==> src/rtl/fc8_vram_arbiter_if.sv <==
// fc8_vram_arbiter_if
// Bundles the three requester ports, the VRAM macro port and the statistics
// outputs of fc8_vram_arbiter. The arbiter connects through the slave modport;
// the requesters/VRAM side (or a testbench) uses the master modport.
interface fc8_vram_arbiter_if #(
  parameter int ADDR_W = 16
);
  // video line fetch (read only)
  logic              vid_req;
  logic [ADDR_W-1:0] vid_addr;
  logic              vid_gnt;
  logic              vid_rvalid;
  // CPU
  logic              cpu_req;
  logic              cpu_we;
  logic [ADDR_W-1:0] cpu_addr;
  logic [7:0]        cpu_wdata;
  logic              cpu_gnt;
  logic              cpu_rvalid;
  // blit / DMA engine
  logic              dma_req;
  logic              dma_we;
  logic [ADDR_W-1:0] dma_addr;
  logic [7:0]        dma_wdata;
  logic              dma_gnt;
  logic              dma_rvalid;
  // shared read data, qualified by the *_rvalid strobes
  logic [7:0]        rdata;
  // VRAM macro port
  logic              mem_en;
  logic              mem_we;
  logic [ADDR_W-1:0] mem_addr;
  logic [7:0]        mem_wdata;
  logic [7:0]        mem_rdata;
  // statistics
  logic [15:0]       stat_cpu_wait;
  logic [15:0]       stat_forced;

  modport slave (
    input  vid_req, vid_addr,
    input  cpu_req, cpu_we, cpu_addr, cpu_wdata,
    input  dma_req, dma_we, dma_addr, dma_wdata,
    input  mem_rdata,
    output vid_gnt, vid_rvalid, cpu_gnt, cpu_rvalid, dma_gnt, dma_rvalid,
    output rdata, mem_en, mem_we, mem_addr, mem_wdata,
    output stat_cpu_wait, stat_forced
  );

  modport master (
    output vid_req, vid_addr,
    output cpu_req, cpu_we, cpu_addr, cpu_wdata,
    output dma_req, dma_we, dma_addr, dma_wdata,
    output mem_rdata,
    input  vid_gnt, vid_rvalid, cpu_gnt, cpu_rvalid, dma_gnt, dma_rvalid,
    input  rdata, mem_en, mem_we, mem_addr, mem_wdata,
    input  stat_cpu_wait, stat_forced
  );
endinterface

==> src/rtl/fc8_vram_arbiter.sv <==
// fc8_vram_arbiter
// Shares the single-port VRAM between video line fetch (vid), CPU (cpu) and
// the blit/DMA engine (dma). Video has strict priority, cpu/dma alternate
// round-robin, and after STARVE_LIMIT consecutive video grants with cpu/dma
// waiting one slot is forced to cpu/dma. Grants are combinational on the
// current requests; read data returns one cycle after the grant, steered by a
// registered {valid, src} tag.
// Optional feature: define VRAM_ARB_STATS_EN to build the saturating
// stat_cpu_wait / stat_forced counters; otherwise both outputs read 16'h0000.
module fc8_vram_arbiter #(
  parameter int ADDR_W       = 16,
  parameter int STARVE_LIMIT = 8
) (
  input logic               clk,
  input logic               rst,
  fc8_vram_arbiter_if.slave bus
);

  typedef enum logic [1:0] {
    SRC_NONE = 2'd0,
    SRC_VID  = 2'd1,
    SRC_CPU  = 2'd2,
    SRC_DMA  = 2'd3
  } src_e;

  logic [7:0]        vcnt;        // video grants in a row while cpu/dma wait
  logic [7:0]        vcnt_nxt;
  src_e              rr_last;     // last served of cpu/dma
  logic              tag_valid;   // a read was granted last cycle
  src_e              tag_src;     // who that read belongs to
  src_e              rr_win;
  src_e              win;
  logic              nv_pending;
  logic              force_slot;
  logic              mem_en_c;
  logic              mem_we_c;
  logic [ADDR_W-1:0] mem_addr_c;
  logic [7:0]        mem_wdata_c;

  assign nv_pending = bus.cpu_req | bus.dma_req;
  assign force_slot = (vcnt == 8'(STARVE_LIMIT));

  // Choose the grantee: rr winner of cpu/dma, then video priority or forced slot.
  always_comb begin
    // NOTE: every signal written here gets a default first, so no path can
    // leave it unassigned and infer a latch.
    rr_win = SRC_NONE;
    win    = SRC_NONE;
    if (bus.cpu_req && bus.dma_req) rr_win = (rr_last == SRC_DMA) ? SRC_CPU : SRC_DMA;
    else if (bus.cpu_req)           rr_win = SRC_CPU;
    else if (bus.dma_req)           rr_win = SRC_DMA;
    // nothing is granted while reset is held
    if (!rst) begin
      if (force_slot)       win = rr_win;
      else if (bus.vid_req) win = SRC_VID;
      else                  win = rr_win;
    end
  end

  // Drive the grant pulse and steer the grantee onto the VRAM port (all 0 when idle).
  always_comb begin
    bus.vid_gnt = 1'b0;
    bus.cpu_gnt = 1'b0;
    bus.dma_gnt = 1'b0;
    mem_en_c    = 1'b0;
    mem_we_c    = 1'b0;
    mem_addr_c  = '0;
    mem_wdata_c = '0;
    case (win)
      SRC_VID: begin
        bus.vid_gnt = 1'b1;
        mem_en_c    = 1'b1;
        mem_addr_c  = bus.vid_addr;
      end
      SRC_CPU: begin
        bus.cpu_gnt = 1'b1;
        mem_en_c    = 1'b1;
        mem_we_c    = bus.cpu_we;
        mem_addr_c  = bus.cpu_addr;
        mem_wdata_c = bus.cpu_wdata;
      end
      SRC_DMA: begin
        bus.dma_gnt = 1'b1;
        mem_en_c    = 1'b1;
        mem_we_c    = bus.dma_we;
        mem_addr_c  = bus.dma_addr;
        mem_wdata_c = bus.dma_wdata;
      end
      default: ;
    endcase
  end

  assign bus.mem_en    = mem_en_c;
  assign bus.mem_we    = mem_we_c;
  assign bus.mem_addr  = mem_addr_c;
  assign bus.mem_wdata = mem_wdata_c;

  // Starvation counter: count video wins while cpu/dma wait, clear otherwise.
  always_comb begin
    vcnt_nxt = vcnt;
    if (win == SRC_CPU || win == SRC_DMA || !nv_pending) vcnt_nxt = '0;
    else if (win == SRC_VID)                            vcnt_nxt = vcnt + 8'd1;
  end

  // Arbitration state and read-return tag.
  always_ff @(posedge clk or posedge rst) begin
    // NOTE: state registers use non-blocking assignments so every flop samples
    // the values from before the edge, independent of statement order.
    if (rst) begin
      vcnt      <= '0;
      rr_last   <= SRC_DMA;       // cpu wins the first tie after reset
      tag_valid <= 1'b0;          // an in-flight read is dropped
      tag_src   <= SRC_NONE;
    end else begin
      vcnt      <= vcnt_nxt;
      if (win == SRC_CPU || win == SRC_DMA) rr_last <= win;
      tag_valid <= mem_en_c && !mem_we_c;
      tag_src   <= win;
    end
  end

  assign bus.vid_rvalid = tag_valid && (tag_src == SRC_VID);
  assign bus.cpu_rvalid = tag_valid && (tag_src == SRC_CPU);
  assign bus.dma_rvalid = tag_valid && (tag_src == SRC_DMA);
  assign bus.rdata      = tag_valid ? bus.mem_rdata : 8'h00;

`ifdef VRAM_ARB_STATS_EN
  logic [15:0] cpu_wait_q;
  logic [15:0] forced_q;

  // Saturating counters of cpu wait cycles and forced slots.
  always_ff @(posedge clk or posedge rst) begin
    if (rst) begin
      cpu_wait_q <= '0;
      forced_q   <= '0;
    end else begin
      if (bus.cpu_req && !bus.cpu_gnt && cpu_wait_q != 16'hFFFF) cpu_wait_q <= cpu_wait_q + 16'd1;
      if (force_slot && forced_q != 16'hFFFF)                   forced_q   <= forced_q + 16'd1;
    end
  end

  assign bus.stat_cpu_wait = cpu_wait_q;
  assign bus.stat_forced   = forced_q;
`else
  assign bus.stat_cpu_wait = 16'h0000;
  assign bus.stat_forced   = 16'h0000;
`endif

endmodule

==> src/flat_wrapper.sv <==
// flat-port wrapper written by rule: the top's interface ports become plain ports
module fc8_vram_arbiter_flat 
#(
  parameter int ADDR_W       = 16,
  parameter int STARVE_LIMIT = 8
)
  (clk, rst, bus_vid_req, bus_vid_addr, bus_cpu_req, bus_cpu_we, bus_cpu_addr, bus_cpu_wdata, bus_dma_req, bus_dma_we, bus_dma_addr, bus_dma_wdata, bus_mem_rdata, bus_vid_gnt, bus_vid_rvalid, bus_cpu_gnt, bus_cpu_rvalid, bus_dma_gnt, bus_dma_rvalid, bus_rdata, bus_mem_en, bus_mem_we, bus_mem_addr, bus_mem_wdata, bus_stat_cpu_wait, bus_stat_forced);
  fc8_vram_arbiter_if #(.ADDR_W(ADDR_W)) bus_i ();
  input logic clk;
  input logic rst;
  input wire logic [$bits(bus_i.vid_req)-1:0] bus_vid_req;
  input wire logic [$bits(bus_i.vid_addr)-1:0] bus_vid_addr;
  input wire logic [$bits(bus_i.cpu_req)-1:0] bus_cpu_req;
  input wire logic [$bits(bus_i.cpu_we)-1:0] bus_cpu_we;
  input wire logic [$bits(bus_i.cpu_addr)-1:0] bus_cpu_addr;
  input wire logic [$bits(bus_i.cpu_wdata)-1:0] bus_cpu_wdata;
  input wire logic [$bits(bus_i.dma_req)-1:0] bus_dma_req;
  input wire logic [$bits(bus_i.dma_we)-1:0] bus_dma_we;
  input wire logic [$bits(bus_i.dma_addr)-1:0] bus_dma_addr;
  input wire logic [$bits(bus_i.dma_wdata)-1:0] bus_dma_wdata;
  input wire logic [$bits(bus_i.mem_rdata)-1:0] bus_mem_rdata;
  output wire logic [$bits(bus_i.vid_gnt)-1:0] bus_vid_gnt;
  output wire logic [$bits(bus_i.vid_rvalid)-1:0] bus_vid_rvalid;
  output wire logic [$bits(bus_i.cpu_gnt)-1:0] bus_cpu_gnt;
  output wire logic [$bits(bus_i.cpu_rvalid)-1:0] bus_cpu_rvalid;
  output wire logic [$bits(bus_i.dma_gnt)-1:0] bus_dma_gnt;
  output wire logic [$bits(bus_i.dma_rvalid)-1:0] bus_dma_rvalid;
  output wire logic [$bits(bus_i.rdata)-1:0] bus_rdata;
  output wire logic [$bits(bus_i.mem_en)-1:0] bus_mem_en;
  output wire logic [$bits(bus_i.mem_we)-1:0] bus_mem_we;
  output wire logic [$bits(bus_i.mem_addr)-1:0] bus_mem_addr;
  output wire logic [$bits(bus_i.mem_wdata)-1:0] bus_mem_wdata;
  output wire logic [$bits(bus_i.stat_cpu_wait)-1:0] bus_stat_cpu_wait;
  output wire logic [$bits(bus_i.stat_forced)-1:0] bus_stat_forced;
  assign bus_i.vid_req = bus_vid_req;
  assign bus_i.vid_addr = bus_vid_addr;
  assign bus_i.cpu_req = bus_cpu_req;
  assign bus_i.cpu_we = bus_cpu_we;
  assign bus_i.cpu_addr = bus_cpu_addr;
  assign bus_i.cpu_wdata = bus_cpu_wdata;
  assign bus_i.dma_req = bus_dma_req;
  assign bus_i.dma_we = bus_dma_we;
  assign bus_i.dma_addr = bus_dma_addr;
  assign bus_i.dma_wdata = bus_dma_wdata;
  assign bus_i.mem_rdata = bus_mem_rdata;
  assign bus_vid_gnt = bus_i.vid_gnt;
  assign bus_vid_rvalid = bus_i.vid_rvalid;
  assign bus_cpu_gnt = bus_i.cpu_gnt;
  assign bus_cpu_rvalid = bus_i.cpu_rvalid;
  assign bus_dma_gnt = bus_i.dma_gnt;
  assign bus_dma_rvalid = bus_i.dma_rvalid;
  assign bus_rdata = bus_i.rdata;
  assign bus_mem_en = bus_i.mem_en;
  assign bus_mem_we = bus_i.mem_we;
  assign bus_mem_addr = bus_i.mem_addr;
  assign bus_mem_wdata = bus_i.mem_wdata;
  assign bus_stat_cpu_wait = bus_i.stat_cpu_wait;
  assign bus_stat_forced = bus_i.stat_forced;
  fc8_vram_arbiter #(.ADDR_W(ADDR_W), .STARVE_LIMIT(STARVE_LIMIT)) u_core (.clk(clk), .rst(rst), .bus(bus_i));
endmodule
==> config.mk <==
export PLATFORM = sky130hd
export DESIGN_NAME = fc8_vram_arbiter_flat
export DESIGN_NICKNAME = d
export VERILOG_FILES = /design/src/rtl/fc8_vram_arbiter_if.sv /design/src/rtl/fc8_vram_arbiter.sv /design/src/flat_wrapper.sv
export SDC_FILE = /design/constraint.sdc
export NUM_CORES = 1
export LEC_CHECK = 0
export ABC_AREA = 1
export BUFFER_PORTS_ARGS = -buffer_cell sky130_fd_sc_hd__buf_2
export CORE_AREA = 2 2 68 70
export CTS_CLUSTER_SIZE = 40
export DETAILED_ROUTE_END_ITERATION = 10
export DIE_AREA = 0 0 70 72
export PLACE_DENSITY = 0.8
export SETUP_SLACK_MARGIN = 0.1
export SYNTH_ARGS = -nofsm -noshare
export SYNTH_HDL_FRONTEND = slang
export SYNTH_SLANG_ARGS = --single-unit
==> constraint.sdc <==
create_clock -name clk -period 2.17 [get_ports clk]
set_clock_uncertainty 0.1 [all_clocks]
set_input_delay 0.3255 -clock clk [delete_from_list [all_inputs] [get_ports clk]]
set_output_delay 0.3255 -clock clk [all_outputs]
set_load 0.01 [all_outputs]
==> impl_results.md, run 1 <==
- Die Footprint: 0.00504 sq mm
- Commonest cells post-synth: nand2_1, nand3_1, buf_4
- Mapped Area: around 0.0015 sq mm
- Ys flop type: dfrtp_1
- Vias in the first global route: 1,898
- Type of the tightest min-delay check: primary input to async pin
- Die span in x: 70 um
- Library cells used by synthesis: 25
- Setup TNS: -5310 ps
- Violated checks: setup timing
- Largest net degree at the start of global routing: 19
- Status: complete, but fails checks
- Fin. Hold Viols: 0
- Final WL: between 5000 and 6000 um
- GP Congestion: 0.760
- Top post-synthesis cells by area: nand2_1, dfrtp_1, buf_4
- DR pass1 iterations: 6
- Async S/R FF share, synth: 100%
- Peak Freq: just over 0.4 GHz
- Max VDD drop: 0.314 mV
- DP Area: 0.00210 sq mm
- Seq. cell area: about 330 sq um
- Worst R2R Path Depth: 10
- Skew-Pair Late Insertion Delay: 240 ps
- Remaining global-route overflow: 0
- Setup CP Type: register to output pin
- CTS Sinks: 13
- Unrepaired setup endpoints after global routing: true
- Period minus WS final: 2420 ps
- Reg2Reg Launch Point: u_core.vcnt[0]
- Ant. Diodes: 0
- I/O pins: 151
- CP startpoint kind: register
- Max-cap check violation count: 0
- Worst Setup SP: u_core.vcnt[0]
- Hpwl dp: roughly 3700 um
- WP data arrival: 2000 ps
- Cell leakage power: 1.63 nW
- Ys Warns: 0
- Port bufs: 118
- Final nets: 468
- Vias per cell: 4.56
- Worst Path Max Fanout: 4
- Drt wl/cell: 12.4 um
- Yosys reg bits: 13
- Placed insts: 416
- Final instance area: approximately 0.0026 sq mm
- DRC: 0
- Synthesized instance count: 245
- Final worst-path cycle share: 112%
- Filler cells: 408
- Required time worst endpoint: around 1700 ps
- Final Max Slew Viols: 0
- Die Y: between 70 and 80 um
- Root Buffer: clkbuf_8
- First-pass GRT wire length: 8210 um
- CP endpoint kind: output pin
- Clock-pin slew on the worst setup and hold paths: 50 ps
- Post-synth EDFFs: 0
- Non-filler cells, final: 438
- P per Cell Area: 351 mW/mm^2
- Site Rows: 24
- Share of the synthesized area in the top cell type: 19.4%
- H-tree depth: 1
- Fraction of layout cells with a size suffix above 1: between 50% and 60%
- Most common cell in the synthesized netlist: nand2_1
- Critical R2R Capture: u_core.vcnt[2]
- Initial Utilization: 36.3%
- Register area share after synthesis: 21.2%
- Routed Antenna Nets: 0
- Via count: roughly 2,000
- Maximum clock path buffer count: 2
- Worst Setup EP: bus_mem_addr[6]
- Area occupied by multi-input gates: 0.00110 sq mm
- Worst hold margin: about 200 ps
- Initial antenna violation count: 0
- GR Util All Layers: 19.7%
- Final setup violation count: 28
- Core area: 0.00426 sq mm
- Number of DRC markers in iteration 0: 28
- Final setup margin: -251 ps
- Dominant cell type by area after synthesis: nand2_1
- Mean Syn Cell Area: about 6.3 sq um
- Clock buffer count from CTS: 3
- TritonCTS clock tree: done
- Reg-to-reg setup timing slack: 310 ps
- Area delta synth->final: 68.9%
==> how the worst min path moves through the flow <==
stage,from,endpoint
3_3_place_gp,rst,u_core.tag_valid
6_report,rst,u_core.tag_src[1]
2_1_floorplan,rst,u_core.tag_src[0]
3_5_place_dp,rst,u_core.tag_src[1]
4_1_cts,rst,u_core.tag_src[1]
5_1_grt,rst,u_core.tag_src[1]
==> power by group <==
part | total [mW] | leakage (nW) | switching (mW) | internal [mW]
clock network | 0.215 | 0.0228 | 0.0852 | 0.130
registers | 0.269 | 0.169 | 0.0115 | 0.258
logic | 0.433 | 1.43 | 0.227 | 0.206
total | 0.918 | 1.63 | 0.324 | 0.594
==> metal layers <==
metal  up-vias  share of wire (%)  GRT usage [%]
li1        997                  -              -
met1       899                 35           21.9
met2        89                 55           37.5
met3        12                8.6           5.14
met4         0                1.6           4.49
met5         -                  0              0
==> critical path, cell delays in order, from the launching register on <==
cell and delay (ps):
dfrtp_1 390, inv_2 90, ha_4 150, nand3_4 70
o21ai_4 200, nand3_4 140, buf_8 180, nor2_4 150
buf_6 150, nand2_2 60, nand3_2 70, buf_6 100
==> flip-flops by register name, summed over array words and instances (netlist names) <==
register          count
u_core.tag_valid      1
u_core.tag_src        2
u_core.vcnt           8
u_core.rr_last        2
==> logic make-up (layout without fill, tap and decap cells) <==
group                    Yosys count  after routing  share of synthesized area, %
AO/OA/AOI/OAI                      8              8                          3.72
XOR/XNOR                           4              4                          2.27
adder cells (fa/ha/maj)            2              2                          1.62
buffers and inverters             70            177                          27.2
flip-flops                        13             13                          21.2
other                              1             32                         0.242
AND/OR/NAND/NOR                  147            150                          43.8
==> layout make-up <==
class / count / area share, %
timing repair buffer: 147 / 37.2
sequential: 13 / 12.6
multi-input combinational: 196 / 42.2
clock buffer: 4 / 1.72
tap: 52 / 2.49
inverter: 26 / 3.83
==> cell usage in the layout, fill, tap and decap left out <==
| cell | n |
|---|---|
| conb_1 | 32 |
| nor2_1 | 8 |
| nor3_1 | 3 |
| dfstp_2 | 2 |
| buf_12 | 2 |
| clkbuf_1 | 1 |
| nand2_4 | 4 |
| nand2_2 | 21 |
| a21boi_0 | 1 |
| xor2_1 | 4 |
| buf_6 | 21 |
| clkbuf_8 | 3 |
| or2_2 | 2 |
| nand3_4 | 2 |
| inv_4 | 1 |
| nor2_4 | 4 |
| nor2_8 | 1 |
| ha_1 | 1 |
| dfrtp_1 | 11 |
| nand2_1 | 56 |
| buf_4 | 18 |
| nand4_1 | 9 |
| inv_2 | 2 |
| buf_2 | 103 |
| a31o_2 | 1 |
| ha_4 | 1 |
| buf_8 | 3 |
| o21ai_0 | 5 |
| inv_1 | 23 |
| nand3_2 | 10 |
| o21ai_4 | 1 |
| nand3_1 | 30 |
==> timing repair <==
action                     in CTS  in global routing
gates resized for setup        26                 46
cloned                          3                  0
setup endpoints to repair      30                 29
buffers inserted               11                  4
hold buffers                    0                  0
pin swaps                      18                 39
==> through the flow <==
stage	total power, mW	utilization, %	setup slack [ps]
5_1_grt	0.979	61.2	-362
3_3_place_gp	0.590	49.3	-130
6_report	0.918	61.2	-251
2_1_floorplan	0.486	-	116
4_1_cts	0.865	55.8	-163
3_5_place_dp	0.593	49.3	-220
(Power assumes the default switching activity.)
==> run 2, diff against run 1 <==
--- a/config.mk
+++ b/config.mk
@@ -11,6 +11,7 @@
 export CTS_CLUSTER_SIZE = 40
 export DETAILED_ROUTE_END_ITERATION = 10
 export DIE_AREA = 0 0 70 72
+export MAX_ROUTING_LAYER = met4
 export PLACE_DENSITY = 0.8
 export SETUP_SLACK_MARGIN = 0.1
 export SYNTH_ARGS = -nofsm -noshare
==> run 2 against run 1 <==
  * The run still ends with setup timing left
  * Sequential share of layout area unchanged
  * Sequential power about the same
  * Hold slack unchanged
  * Setup slack worse by 1.9 ps
  * Power about the same
  * Die area unchanged
  * Global-route usage up 0.59 points
  * Core utilization unchanged
  * Combinational power about the same
  * Critical path type unchanged
  * Largest cell class unchanged
  * Largest power group unchanged
  * Highest routed layer unchanged
==> impl_results.md, run 2 (synthesis results as in run 1) <==
- Die Y: 72 um (unchanged)
- Die span in x: 70 um (unchanged)
- Filler cells: 408 (unchanged)
- Initial antenna violation count: 0 (unchanged)
- Skew-Pair Late Insertion Delay: 240 ps (about the same)
- Logic gate share of total power: 47.2% (about the same)
- Placed insts: 416 (unchanged)
- Site Rows: 24 (unchanged)
- P_int: 0.594 mW (about the same)
- Largest net degree at the start of global routing: 19 (unchanged)
- Setup CP Type: register to output pin
- Area delta synth->final: 68.9% (unchanged)
- Top delay family on crit path: buffers and inverters
- Fraction of layout cells with a size suffix above 1: 52.3% (unchanged)
- Vias per cell: 4.56 (about the same)
- Die Footprint: 0.00504 sq mm (unchanged)
- Port bufs: 118 (unchanged)
- First-pass GRT wire length: 8210 um (unchanged)
- Routed Antenna Nets: 0 (unchanged)
- Period minus WS final: 2420 ps (+1.90 ps)
- Worst path max stage delay: 390 ps (about the same)
- Max-cap check violation count: 0 (unchanged)
- GP Congestion: 0.770 (+1.3%)
- P per Cell Area: 351 mW/mm^2 (about the same)
- Peak Freq: 0.413 GHz (about the same)
- Biggest register: u_core.vcnt
- H-tree depth: 1 (unchanged)
- Drt wl/cell: 12.4 um (+0.11%)
- Vias in the first global route: 1,900 (+0.11%)
- CP endpoint kind: output pin
- WP data arrival: 2000 ps (about the same)
- Hpwl dp: 3680 um (unchanged)
- Setup TNS: -5360 ps (-51.7 ps)
- Final instance area: 0.00261 sq mm (unchanged)
- Net Sw Frac: 35.3% (about the same)
- Final WL: 5440 um (+0.11%)
- Clock buffer count from CTS: 3 (unchanged)
- Commonest cells after routing, fill and taps aside: buf_2, nand2_1, conb_1
- Final worst-path cycle share: 112% (about the same)
- Clock-pin slew on the worst setup and hold paths: 50 ps (about the same)
- Seq. cell area: 328 sq um (unchanged)
- DRC: 0 (unchanged)
- Commonest non-fill, non-tap cell in the layout: buf_2
- Critical path's slowest cell: dfrtp_1
- Non-filler cells, final: 438 (unchanged)
- Crit path cell chain: inv_2 -> ha_4 -> nand3_4 -> o21ai_4 -> nand3_4 -> buf_8 -> nor2_4 -> buf_6 -> nand2_2 -> nand3_2 -> buf_6
- Required time worst endpoint: 1740 ps (about the same)
- Worst Path Max Fanout: 4 (unchanged)
- Number of DRC markers in iteration 0: 37 (+32%)
- Fin. Hold Viols: 0 (unchanged)
- Unrepaired setup endpoints after global routing: true
- Sequential Power Share: 29.4% (about the same)
- CP startpoint kind: register
- Final setup margin: -252 ps (-1.90 ps)
- NetSw: 0.324 mW (about the same)
- Maximum clock path buffer count: 2 (unchanged)
- Initial Utilization: 36.3% (unchanged)
- Max reg flops: 8 (unchanged)
- CTS Sinks: 13 (unchanged)
- Core area: 0.00426 sq mm (unchanged)
- Area occupied by multi-input gates: 0.00110 sq mm (unchanged)
- Status: complete, but fails checks
- Remaining global-route overflow: 0 (unchanged)
- Violated checks: setup timing
- Max VDD drop: 0.314 mV (about the same)
- DR pass1 iterations: 6 (unchanged)
- Root Buffer: clkbuf_8
- Final Max Slew Viols: 0 (unchanged)
- I/O pins: 151 (unchanged)
- Cell leakage power: 1.63 nW (unchanged)
- Via count: 1,998 (+0.050%)
- Largest registers: u_core.vcnt: 8 flops, u_core.rr_last: 2 flops, u_core.tag_src: 2 flops
- Buf/Inv on CP: 4 (unchanged)
- Final setup violation count: 29 (+3.6%)
- Clock power share: 23.4% (about the same)
- DP Area: 0.00210 sq mm (unchanged)
- Cts-stage hold buffer count: 0 (unchanged)
- Ant. Diodes: 0 (unchanged)
- GR Util All Layers: 20.2% (+0.59 points)
- Type of the tightest min-delay check: primary input to async pin
- Final nets: 468 (unchanged)
- Worst hold margin: 195 ps (unchanged)
- TritonCTS clock tree: done
[run 2: cell counts in the layout (fill, tap and decap cells not counted)]
Identical to the previous run, type by type.
[run 2: worst paths after layout]
kind,depth (start not counted),endpoint,slack (ps),from
worst max-delay path,11,bus_mem_addr[6],-250,u_core.vcnt[0]
max in group asynchronous,3,u_core.vcnt[7],1580,rst
min in group clk,4,u_core.tag_valid,280,bus_cpu_we
worst min-delay path,3,u_core.tag_src[1],190,rst
worst min register to register,2,u_core.rr_last[0],390,u_core.rr_last[0]
worst max register to register,10,u_core.vcnt[2],310,u_core.vcnt[0]
[run 2: per-layer routing]
metal | track usage, % | vias to the layer above | share of wire, % | wire [um]
li1 | - | 997 | - | -
met1 | 22.0 | 900 | 35 | 1910
met2 | 37.5 | 89 | 55 | 2980
met3 | 5.00 | 12 | 8.6 | 467
met4 | 4.49 | 0 | 1.6 | 87
met5 | - | - | 0 | 0
[run 2: stage by stage]
step	total power [mW]	utilization, %	setup slack, ps
6_report	0.918	61.2	-252
5_1_grt	0.979	61.2	-362
4_1_cts	0.865	55.8	-163
3_5_place_dp	0.593	49.3	-220
3_3_place_gp	0.590	49.3	-130
2_1_floorplan	0.486	-	116
[run 2: layout make-up]
| type | instances | area share [%] |
|---|---|---|
| sequential | 13 | 12.6 |
| clock buffer | 4 | 1.72 |
| inverter | 26 | 3.83 |
| multi-input combinational | 196 | 42.2 |
| tap | 52 | 2.49 |
| timing repair buffer | 147 | 37.2 |
[run 2: repair_timing]
item                                   CTS  global route
setup buffers                           11             4
cloned                                   3             0
endpoints found under the hold margin    0             0
pin swaps                               18            39
gates resized for setup                 26            46
setup endpoints to repair               30            29
[run 2: power groups by stage]
stage          Combinational (mW)  Sequential (mW)  Clock [mW]
4_1_cts                     0.375            0.269       0.222
2_1_floorplan               0.219            0.268           0
6_report                    0.433            0.269       0.215
3_3_place_gp                0.317            0.272           0
5_1_grt                     0.474            0.272       0.233
3_5_place_dp                0.320            0.273           0
[run 2: worst reg2reg max path, cell delays in order, from the launching register on]
cell and delay [ps]:
dfrtp_1 390, inv_2 90, ha_4 150, nand3_4 70
o21ai_4 200, nand3_4 140, buf_12 170, buf_8 130
buf_4 140, nand4_1 60, o21ai_0 100
